### src/rtl/btn_pkg.sv
// Shared constants and types for the multi-channel button conditioner.
// Defaults assume a ~25 MHz system clock.
package btn_pkg;

  localparam int CLK_HZ = 25_000_000;

  localparam int DEF_COUNTER_BIT   = 16;
  localparam int DEF_COUNTER_VAL   = 50_000;
  localparam int DEF_REPEAT_BIT    = 24;
  localparam int DEF_REPEAT_DELAY  = 12_500_000;
  localparam int DEF_REPEAT_PERIOD = 2_500_000;

  localparam int BTN_UP    = 0;
  localparam int BTN_DOWN  = 1;
  localparam int BTN_LEFT  = 2;
  localparam int BTN_RIGHT = 3;

  typedef struct packed {
    logic lvl;
    logic press;
    logic rel;
    logic rpt;
  } btn_ch_t;

endpackage

### src/rtl/btn_debounce_multi_if.sv
// Button bundle between the raw pins, the conditioner and the game FSM.
// master = conditioner, slave = pin driver / strobe consumer.
interface btn_debounce_multi_if #(
  parameter int NUM_BTN = 4
);

  logic [NUM_BTN-1:0] btn_in;
  logic [NUM_BTN-1:0] btn_level;
  logic [NUM_BTN-1:0] btn_press;
  logic [NUM_BTN-1:0] btn_release;
  logic [NUM_BTN-1:0] btn_repeat;
  logic               btn_any_press;

  modport master (
    input  btn_in,
    output btn_level,
    output btn_press,
    output btn_release,
    output btn_repeat,
    output btn_any_press
  );

  modport slave (
    output btn_in,
    input  btn_level,
    input  btn_press,
    input  btn_release,
    input  btn_repeat,
    input  btn_any_press
  );

endinterface

### src/rtl/btn_debounce_multi_ch.sv
// One button channel: 2-FF sync, symmetric debounce,
// registered press/release strobes and optional hold-to-repeat.
module btn_debounce_ch
  import btn_pkg::*;
#(
  parameter int COUNTER_BIT   = DEF_COUNTER_BIT,
  parameter int COUNTER_VAL   = DEF_COUNTER_VAL,
  parameter int REPEAT_EN     = 1,
  parameter int REPEAT_BIT    = DEF_REPEAT_BIT,
  parameter int REPEAT_DELAY  = DEF_REPEAT_DELAY,
  parameter int REPEAT_PERIOD = DEF_REPEAT_PERIOD
) (
  input  logic    clk,
  input  logic    reset,
  input  logic    btn_i,
  output btn_ch_t ch_o
);

  if (COUNTER_VAL < 1 ||
      longint'(COUNTER_VAL) >= (longint'(1) << COUNTER_BIT))
  begin : g_bad_cv
    $error("COUNTER_VAL out of range");
  end

  if (REPEAT_EN != 0 &&
      (REPEAT_DELAY < 1 ||
       longint'(REPEAT_DELAY) >= (longint'(1) << REPEAT_BIT) ||
       REPEAT_PERIOD < 1 ||
       REPEAT_PERIOD > REPEAT_DELAY))
  begin : g_bad_rpt
    $error("REPEAT_DELAY/REPEAT_PERIOD out of range");
  end

  localparam logic [COUNTER_BIT-1:0] CV_M1 =
    COUNTER_BIT'(COUNTER_VAL - 1);

  logic                   meta_q;
  logic                   sync_q;
  logic                   stable_q, stable_d;
  logic [COUNTER_BIT-1:0] cnt_q, cnt_d;
  logic                   level_q;
  logic                   press_q, press_d;
  logic                   rel_q, rel_d;
  logic                   rpt_w;

  always_comb begin
    stable_d = stable_q;
    cnt_d    = '0;
    if (sync_q != stable_q) begin
      if (cnt_q == CV_M1) begin
        stable_d = ~stable_q;
      end else begin
        cnt_d = cnt_q + 1'b1;
      end
    end
  end

  // Output stage lags stable_q by one edge so strobes are registered.
  always_comb begin
    press_d = stable_q & ~level_q;
    rel_d   = ~stable_q & level_q;
  end

  always_ff @(posedge clk) begin
    if (reset) begin
      meta_q   <= 1'b0;
      sync_q   <= 1'b0;
      stable_q <= 1'b0;
      cnt_q    <= '0;
      level_q  <= 1'b0;
      press_q  <= 1'b0;
      rel_q    <= 1'b0;
    end else begin
      meta_q   <= btn_i;
      sync_q   <= meta_q;
      stable_q <= stable_d;
      cnt_q    <= cnt_d;
      level_q  <= stable_q;
      press_q  <= press_d;
      rel_q    <= rel_d;
    end
  end

  if (REPEAT_EN != 0) begin : g_rpt
    localparam logic [REPEAT_BIT-1:0] RD_M1 =
      REPEAT_BIT'(REPEAT_DELAY - 1);
    localparam logic [REPEAT_BIT-1:0] RELOAD =
      REPEAT_BIT'(REPEAT_DELAY - REPEAT_PERIOD);

    logic [REPEAT_BIT-1:0] rcnt_q, rcnt_d;
    logic                  rpt_q, rpt_d;

    // Counts cycles since the press strobe; gated by stable_q so
    // nothing fires on the release edge.
    always_comb begin
      rcnt_d = '0;
      rpt_d  = 1'b0;
      if (stable_q && level_q) begin
        if (rcnt_q == RD_M1) begin
          rpt_d  = 1'b1;
          rcnt_d = RELOAD;
        end else if (rcnt_q != '1) begin
          rcnt_d = rcnt_q + 1'b1;
        end else begin
          rcnt_d = rcnt_q;
        end
      end
    end

    always_ff @(posedge clk) begin
      if (reset) begin
        rcnt_q <= '0;
        rpt_q  <= 1'b0;
      end else begin
        rcnt_q <= rcnt_d;
        rpt_q  <= rpt_d;
      end
    end

    assign rpt_w = rpt_q;
  end else begin : g_no_rpt
    assign rpt_w = 1'b0;
  end

  assign ch_o.lvl   = level_q;
  assign ch_o.press = press_q;
  assign ch_o.rel   = rel_q;
  assign ch_o.rpt   = rpt_w;

endmodule

### src/rtl/btn_debounce_multi.sv
// Multi-channel push-button conditioner feeding the game FSM.
// NUM_BTN independent channels plus an any-press summary strobe.
module btn_debounce_multi
  import btn_pkg::*;
#(
  parameter int NUM_BTN       = 4,
  parameter int COUNTER_BIT   = DEF_COUNTER_BIT,
  parameter int COUNTER_VAL   = DEF_COUNTER_VAL,
  parameter int REPEAT_EN     = 1,
  parameter int REPEAT_BIT    = DEF_REPEAT_BIT,
  parameter int REPEAT_DELAY  = DEF_REPEAT_DELAY,
  parameter int REPEAT_PERIOD = DEF_REPEAT_PERIOD
) (
  input logic                  clk,
  input logic                  reset,
  btn_debounce_multi_if.master bus
);

  btn_ch_t            ch_out [NUM_BTN];
  logic [NUM_BTN-1:0] lvl;
  logic [NUM_BTN-1:0] prs;
  logic [NUM_BTN-1:0] rel;
  logic [NUM_BTN-1:0] rpt;

  for (genvar i = 0; i < NUM_BTN; i++) begin : g_ch
    btn_debounce_ch #(
      .COUNTER_BIT   (COUNTER_BIT),
      .COUNTER_VAL   (COUNTER_VAL),
      .REPEAT_EN     (REPEAT_EN),
      .REPEAT_BIT    (REPEAT_BIT),
      .REPEAT_DELAY  (REPEAT_DELAY),
      .REPEAT_PERIOD (REPEAT_PERIOD)
    ) u_ch (
      .clk   (clk),
      .reset (reset),
      .btn_i (bus.btn_in[i]),
      .ch_o  (ch_out[i])
    );

    assign lvl[i] = ch_out[i].lvl;
    assign prs[i] = ch_out[i].press;
    assign rel[i] = ch_out[i].rel;
    assign rpt[i] = ch_out[i].rpt;
  end

  assign bus.btn_level     = lvl;
  assign bus.btn_press     = prs;
  assign bus.btn_release   = rel;
  assign bus.btn_repeat    = rpt;
  assign bus.btn_any_press = |prs;

endmodule

### src/flat_wrapper.sv
// flat-port wrapper written by rule: the top's interface ports become plain ports
module btn_debounce_multi_flat import btn_pkg::*;
#(
  parameter int NUM_BTN       = 4,
  parameter int COUNTER_BIT   = DEF_COUNTER_BIT,
  parameter int COUNTER_VAL   = DEF_COUNTER_VAL,
  parameter int REPEAT_EN     = 1,
  parameter int REPEAT_BIT    = DEF_REPEAT_BIT,
  parameter int REPEAT_DELAY  = DEF_REPEAT_DELAY,
  parameter int REPEAT_PERIOD = DEF_REPEAT_PERIOD
)
  (clk, reset, bus_btn_in, bus_btn_level, bus_btn_press, bus_btn_release, bus_btn_repeat, bus_btn_any_press);
  btn_debounce_multi_if #(.NUM_BTN(NUM_BTN)) bus_i ();
  input logic clk;
  input logic reset;
  input wire logic [$bits(bus_i.btn_in)-1:0] bus_btn_in;
  output wire logic [$bits(bus_i.btn_level)-1:0] bus_btn_level;
  output wire logic [$bits(bus_i.btn_press)-1:0] bus_btn_press;
  output wire logic [$bits(bus_i.btn_release)-1:0] bus_btn_release;
  output wire logic [$bits(bus_i.btn_repeat)-1:0] bus_btn_repeat;
  output wire logic [$bits(bus_i.btn_any_press)-1:0] bus_btn_any_press;
  assign bus_i.btn_in = bus_btn_in;
  assign bus_btn_level = bus_i.btn_level;
  assign bus_btn_press = bus_i.btn_press;
  assign bus_btn_release = bus_i.btn_release;
  assign bus_btn_repeat = bus_i.btn_repeat;
  assign bus_btn_any_press = bus_i.btn_any_press;
  btn_debounce_multi #(.NUM_BTN(NUM_BTN), .COUNTER_BIT(COUNTER_BIT), .COUNTER_VAL(COUNTER_VAL), .REPEAT_EN(REPEAT_EN), .REPEAT_BIT(REPEAT_BIT), .REPEAT_DELAY(REPEAT_DELAY), .REPEAT_PERIOD(REPEAT_PERIOD)) u_core (.clk(clk), .reset(reset), .bus(bus_i));
endmodule
### config.mk
export PLATFORM = sky130hd
export DESIGN_NAME = btn_debounce_multi_flat
export DESIGN_NICKNAME = d
export VERILOG_FILES = /design/src/rtl/btn_pkg.sv /design/src/rtl/btn_debounce_multi_if.sv /design/src/rtl/btn_debounce_multi_ch.sv /design/src/rtl/btn_debounce_multi.sv /design/src/flat_wrapper.sv
export SDC_FILE = /design/constraint.sdc
export NUM_CORES = 1
export LEC_CHECK = 0
export CAP_MARGIN = 20
export CELL_PAD_IN_SITES_DETAIL_PLACEMENT = 0
export CELL_PAD_IN_SITES_GLOBAL_PLACEMENT = 1
export CORE_ASPECT_RATIO = 0.7
export CORE_UTILIZATION = 51
export DETAILED_ROUTE_END_ITERATION = 12
export GPL_ROUTABILITY_DRIVEN = 0
export PLACE_DENSITY = 0.81
export SLEW_MARGIN = 20
export SYNTH_ARGS = -nofsm -noshare
export SYNTH_HDL_FRONTEND = slang
export SYNTH_SLANG_ARGS = --single-unit
### constraint.sdc
create_clock -name clk -period 3.3 [get_ports clk]
set_input_delay 0.33 -clock clk [delete_from_list [all_inputs] [get_ports clk]]
set_output_delay 0.33 -clock clk [all_outputs]
set_load 0.005 [all_outputs]
Word-level counts from Yosys, hierarchy flattened

Index checks and enable logic that the tools add are counted.

Register bits: 188
Output and inout bits: 17

Add/sub/neg operators: 8
Equal/unequal tests: 16
Mux-type cells: 12
Bitwise operators: 24
Reduce and logical (&&, ||, !) cells: 25

Operators by type and width:

| kind                  | number |
|---|---|
| $mux 24               | 8 |
| $add 24x1->24 const B | 4 |
| $eq 24x24->1 const B  | 4 |
| $ne 24x24->1 const B  | 4 |
| $add 16x1->16 const B | 4 |
| $eq 16x16->1 const B  | 4 |
| $reduce_or 3->1       | 8 |
| $not 1->1             | 16 |
| $and 1x1->1           | 8 |
| $reduce_and 2->1      | 4 |
| $reduce_bool 2->1     | 4 |
| $reduce_or 2->1       | 4 |
| $logic_and 1x1->1     | 4 |
| $mux 1                | 4 |
| $ne 1x1->1            | 4 |
| $reduce_or 4->1       | 1 |

Logic depth before layout (Yosys ltp)

Depth in word-level cells: 3
Depth in mapped cells: 8

Cells and area by module

Synthesis repeated with hierarchy kept, for this count alone.

Cells, all modules: 977
Area, all modules: 8,816.0 sq um

Modules (own cells, without submodules):

| module             | times used | cells an instance | area an instance (sq um) | seq. area each (sq um) |
|---|---|---|---|---|
| btn_debounce_ch    | 4          | 244               | 2,202.1                  | 940.9 |
| btn_debounce_multi | 1          | 1                 | 7.5                      | 0.0 |

Worst setup path after synthesis

No wires, ideal clock.

Kind: reg2reg
Start: reg u_core.g_ch[2].u_ch.g_rpt.rcnt_q[0]
End: reg u_core.g_ch[2].u_ch.g_rpt.rcnt_q[11]
Setup time: 0.117 ns
Arrival: 1.795 ns
Required time: 3.183 ns
Setup slack: 1.388 ns
Cell stages (with the launch flop): 8
Clock period less this slack: 1.912 ns
Path through: dfxtp_1 > ha_1 > nand4_1 > nor4_1 > or2_2 > clkbuf_2 > buf_2 > nor2_1

Longest elaborated chain between the ends: 2
Elaborated cells on any way between the ends: 4
Classes of those cells: 1 x add/sub; 2 x eq/ne; 1 x reduce/logical

RTL lines:

| what                                                                  | RTL line                     | source |
|---|---|---|
| start: declaration                                                    | btn_debounce_multi_ch.sv:90  | `logic [REPEAT_BIT-1:0] rcnt_q, rcnt_d;` |
| start signal: assignment                                              | btn_debounce_multi_ch.sv:115 | `rcnt_q <= rcnt_d;` |
| parallel branches: the longest is 2 deep, another holds $add 24x1->24 | --                           |  |

Parallel ways; which one is timed is not known.
A chain may end at the register's enable or synchronous reset.

Final worst setup path

Start: reg u_core.g_ch[3].u_ch.g_rpt.rcnt_q[0]
End: reg u_core.g_ch[3].u_ch.g_rpt.rcnt_q[6]

Longest elaborated chain between the ends: 2
Elaborated cells on any way between the ends: 4
Classes of those cells: 1 x add/sub; 2 x eq/ne; 1 x reduce/logical

RTL lines:

| what                                                                  | RTL line |
|---|---|
| start: declaration                                                    | btn_debounce_multi_ch.sv:90 |
| start signal: assignment                                              | btn_debounce_multi_ch.sv:115 |
| parallel branches: the longest is 2 deep, another holds $add 24x1->24 | -- |

Parallel ways; which one is timed is not known.

==> flow_summary.toml <==
[sta]
drv_slew = 0
fin_skew_ns = 0.0132
finalSetupViolCount = 0
fin_tns_setup_ns = 0
maxSlewHeadroom_pct = 40.3
max_freq_mhz = 418
worst_slew_pin_slew_ns = 0.873
hold_viol_final = 0
post-route-min-period_ns = 2.39
rsz0062_at_grt = "false"
finalCritPeriodShare_pct = 72.4

[synth]
synthesis.nets = 1019
yosys-top-cells-area = "dfxtp_1 43%, xnor2_1 7.5%, nor2_1 7.3%"
synthesis.area_mm2 = 0.00874
synth_top_area_share_pct = 43.1
postSynthCellCount = 1005
yosysTopAreaCell = "dfxtp_1"
yosysWarnings = 0
syn_avg_cell_area_um2 = 8.70
ys_ff_latch = 188
synth-edff-count = 0
ys.flop_type = "dfxtp_1"
synth_cell_types = 53
ys_seq_area_share_pct = 43.1
async_flop_share_pct = 0

[setup_path]
crit_family = "simple AND/OR/NAND/NOR gates"
critPathLaunchType = "flop"
endpoint_kind = "flop"
criticalPathCategory = "reg2reg"
slowest_delay_ns = 0.67
cp_num_buf_inv = 0
worstPathMaxFanout = 22
worstPathRequired_ns = 3.59
critical_path.slowest_cell = "and2_1"
crit_chain = "ha_1 -> nand4_1 -> nor3_1 -> and2_1 -> or3_2 -> a21oi_1"
cp.arrival_ns = 2.68

[power]
netSwitchingFraction_pct = 20.8
p_comb_share_pct = 0.6
vdd_drop_max_mv = 0.204
pwr-share-clk_pct = 46.5
internal_power_mw = 3.41
p_seq_share_pct = 52.9
power.density_mw_per_mm2 = 448
p_leak_nw = 2.99
p_switching_uw = 895

[flow_run]
cap_violations = 0

[placed_design]
portBuffers = 22
place_area_mm2 = 0.00903
hpwl_um = 12600

[cts]
post_cts_buffers = 0
numCtsBuffers = 17
ctsHoldBuffers = 0
ctsHtreeMaxLevel = 4
clockRootBuffer = "clkbuf_16"
cts_resized = 0
cts_tree = "done"
clk_latency_ns = 0.43
clk_pin_slew_worst_paths_ns = 0.07
clk_path_buf_depth = 2
cts.sinks = 188

[layout]
fin_area_mm2 = 0.00960
antenna_cells = 0
syn_to_final_growth_pct = 9.85
layout-drive-gt1-share_pct = 6.00
regArea_mm2 = 0.00376
nFillCells = 1495
multi_input_area_mm2 = 0.00468
fin_nets = 1018

[floorplanning]
die_y_um = 112
initial_utilization_pct = 52.8
io_pins = 23
num_rows = 39
die_w_um = 158
core_area_mm2 = 0.0165
dieArea_mm2 = 0.0177

[grt]
grt_max_degree = 23
grt_pass1_vias = 6085
grt_pass1_wl_um = 30700
grtUsageTotal_pct = 21.7
grt_overflow = 0
antenna_found_initial = 0

[routing]
vias = 6866
wire_per_inst_um = 14.5
drt_wl_total_um = 18100
vias_per_cell = 5.53
firstDrtPassIters = 5
drc_errors = 0
ant_nets = 0
drt_iter0_markers = 606

[hold_path]
hp-class = "reg2reg"

[run_status]
status = "complete, no violations"
==> cells in the mapped netlist (19+ instances only) <==
cell type / number
dfxtp_1: 188
nor2_1: 170
xnor2_1: 75
nand2_1: 66
nand3_1: 55
nand4_1: 52
xor2_1: 44
a21oi_1: 31
and3_1: 31
nor3_1: 27
and4_1: 22
clkbuf_1: 20
nor2b_1: 19
==> kinds of logic after synthesis <==
logic type | synth area share, %
and+or+nand+nor | 32.5
DFF | 43.1
xor gates and xnor gates | 11.9
AOI/OAI and AO/OA | 6.86
buffers and inverters | 3.41
muxes | 1.15
adders and majority gates | 1.15
==> cell type report <==
cell class	count	share of cell area [%]
timing repair buffer	28	2.76
clock buffer	23	5.08
clock inverter	9	0.899
multi-input combinational	759	48.7
sequential	188	39.2
tap	225	2.93
inverter	10	0.391
==> per-layer routing <==
| layer | part of all wire (%) | global-route usage, % | vias up | routed length, um |
|---|---|---|---|---|
| met4 | 0.81 | 7.18 | 0 | 147 |
| met1 | 56 | 34.9 | 3158 | 10200 |
| met5 | 0 | 0 | - | 0 |
| met3 | 4.8 | 4.63 | 9 | 863 |
| li1 | - | - | 3565 | - |
| met2 | 38 | 27.5 | 134 | 6860 |
==> registers in the layout, indices dropped and copies added, names as in the netlist <==
name and cells:
u_core.g_ch.u_ch.g_rpt.rcnt_q 96, u_core.g_ch.u_ch.cnt_q 64, u_core.g_ch.u_ch.g_rpt.rpt_q 4, u_core.g_ch.u_ch.level_q 4, u_core.g_ch.u_ch.meta_q 4, u_core.g_ch.u_ch.press_q 4, u_core.g_ch.u_ch.rel_q 4, u_core.g_ch.u_ch.stable_q 4
u_core.g_ch.u_ch.sync_q 4
==> path summary, 6_finish.rpt <==
kind	slack (ns)	endpoint	cells after the start	from
setup / recovery	0.91	u_core.g_ch[3].u_ch.g_rpt.rcnt_q[6]	6	u_core.g_ch[3].u_ch.g_rpt.rcnt_q[0]
hold / removal	0.44	u_core.g_ch[2].u_ch.sync_q	1	u_core.g_ch[2].u_ch.meta_q
setup reg to reg	0.91	u_core.g_ch[3].u_ch.g_rpt.rcnt_q[6]	6	u_core.g_ch[3].u_ch.g_rpt.rcnt_q[0]
hold reg to reg	0.44	u_core.g_ch[2].u_ch.sync_q	1	u_core.g_ch[2].u_ch.meta_q
==> power by group through the flow <==
stage	combinational (mW)	clock (mW)	sequential (mW)
floorplan	0.0141	0	2.33
global placement	0.0243	0	2.33
detailed placement	0.0246	0	2.33
CTS	0.0246	2.05	2.28
global route	0.0272	2.15	2.28
finish	0.0241	2.00	2.28
==> metrics by stage <==
| stage | setup WS, ns | hold WS [ns] | std cells | util [%] | total power, mW |
|---|---|---|---|---|---|
| finish | 0.910 | 0.439 | 1242 | 58.1 | 4.30 |
| global route | 0.659 | 0.448 | 1242 | 58.1 | 4.46 |
| CTS | 0.931 | 0.432 | 1242 | 58.1 | 4.35 |
| detailed placement | 0.812 | 0.427 | 1210 | 54.6 | 2.35 |
| global placement | 0.843 | 0.420 | 1210 | 54.6 | 2.35 |
| floorplan | 1.39 | 0.413 | 1005 | - | 2.34 |
==> layout by cell type (no fill, tap or decap), types with 4 or more instances in the layout <==
master,instances
o2111ai_1,6
o211ai_1,4
ha_1,8
o21ai_0,8
a211oi_1,16
clkbuf_8,4
nor2b_1,19
or2_2,7
o31ai_1,7
clkdlybuf4s50_1,22
nor3b_1,8
and2_1,10
a21oi_1,31
nand4_1,52
inv_1,10
nor3_1,27
buf_4,6
nand2_1,66
and4_1,22
clkbuf_16,17
nor4b_1,9
a311oi_1,4
mux2i_1,10
nor4_1,14
xnor2_1,75
a2111oi_0,5
and3_1,31
or3_1,8
dfxtp_1,188
xor2_1,44
or4_1,7
nand3_1,55
nor2_1,170
Power figures use the tool's default switching activity.
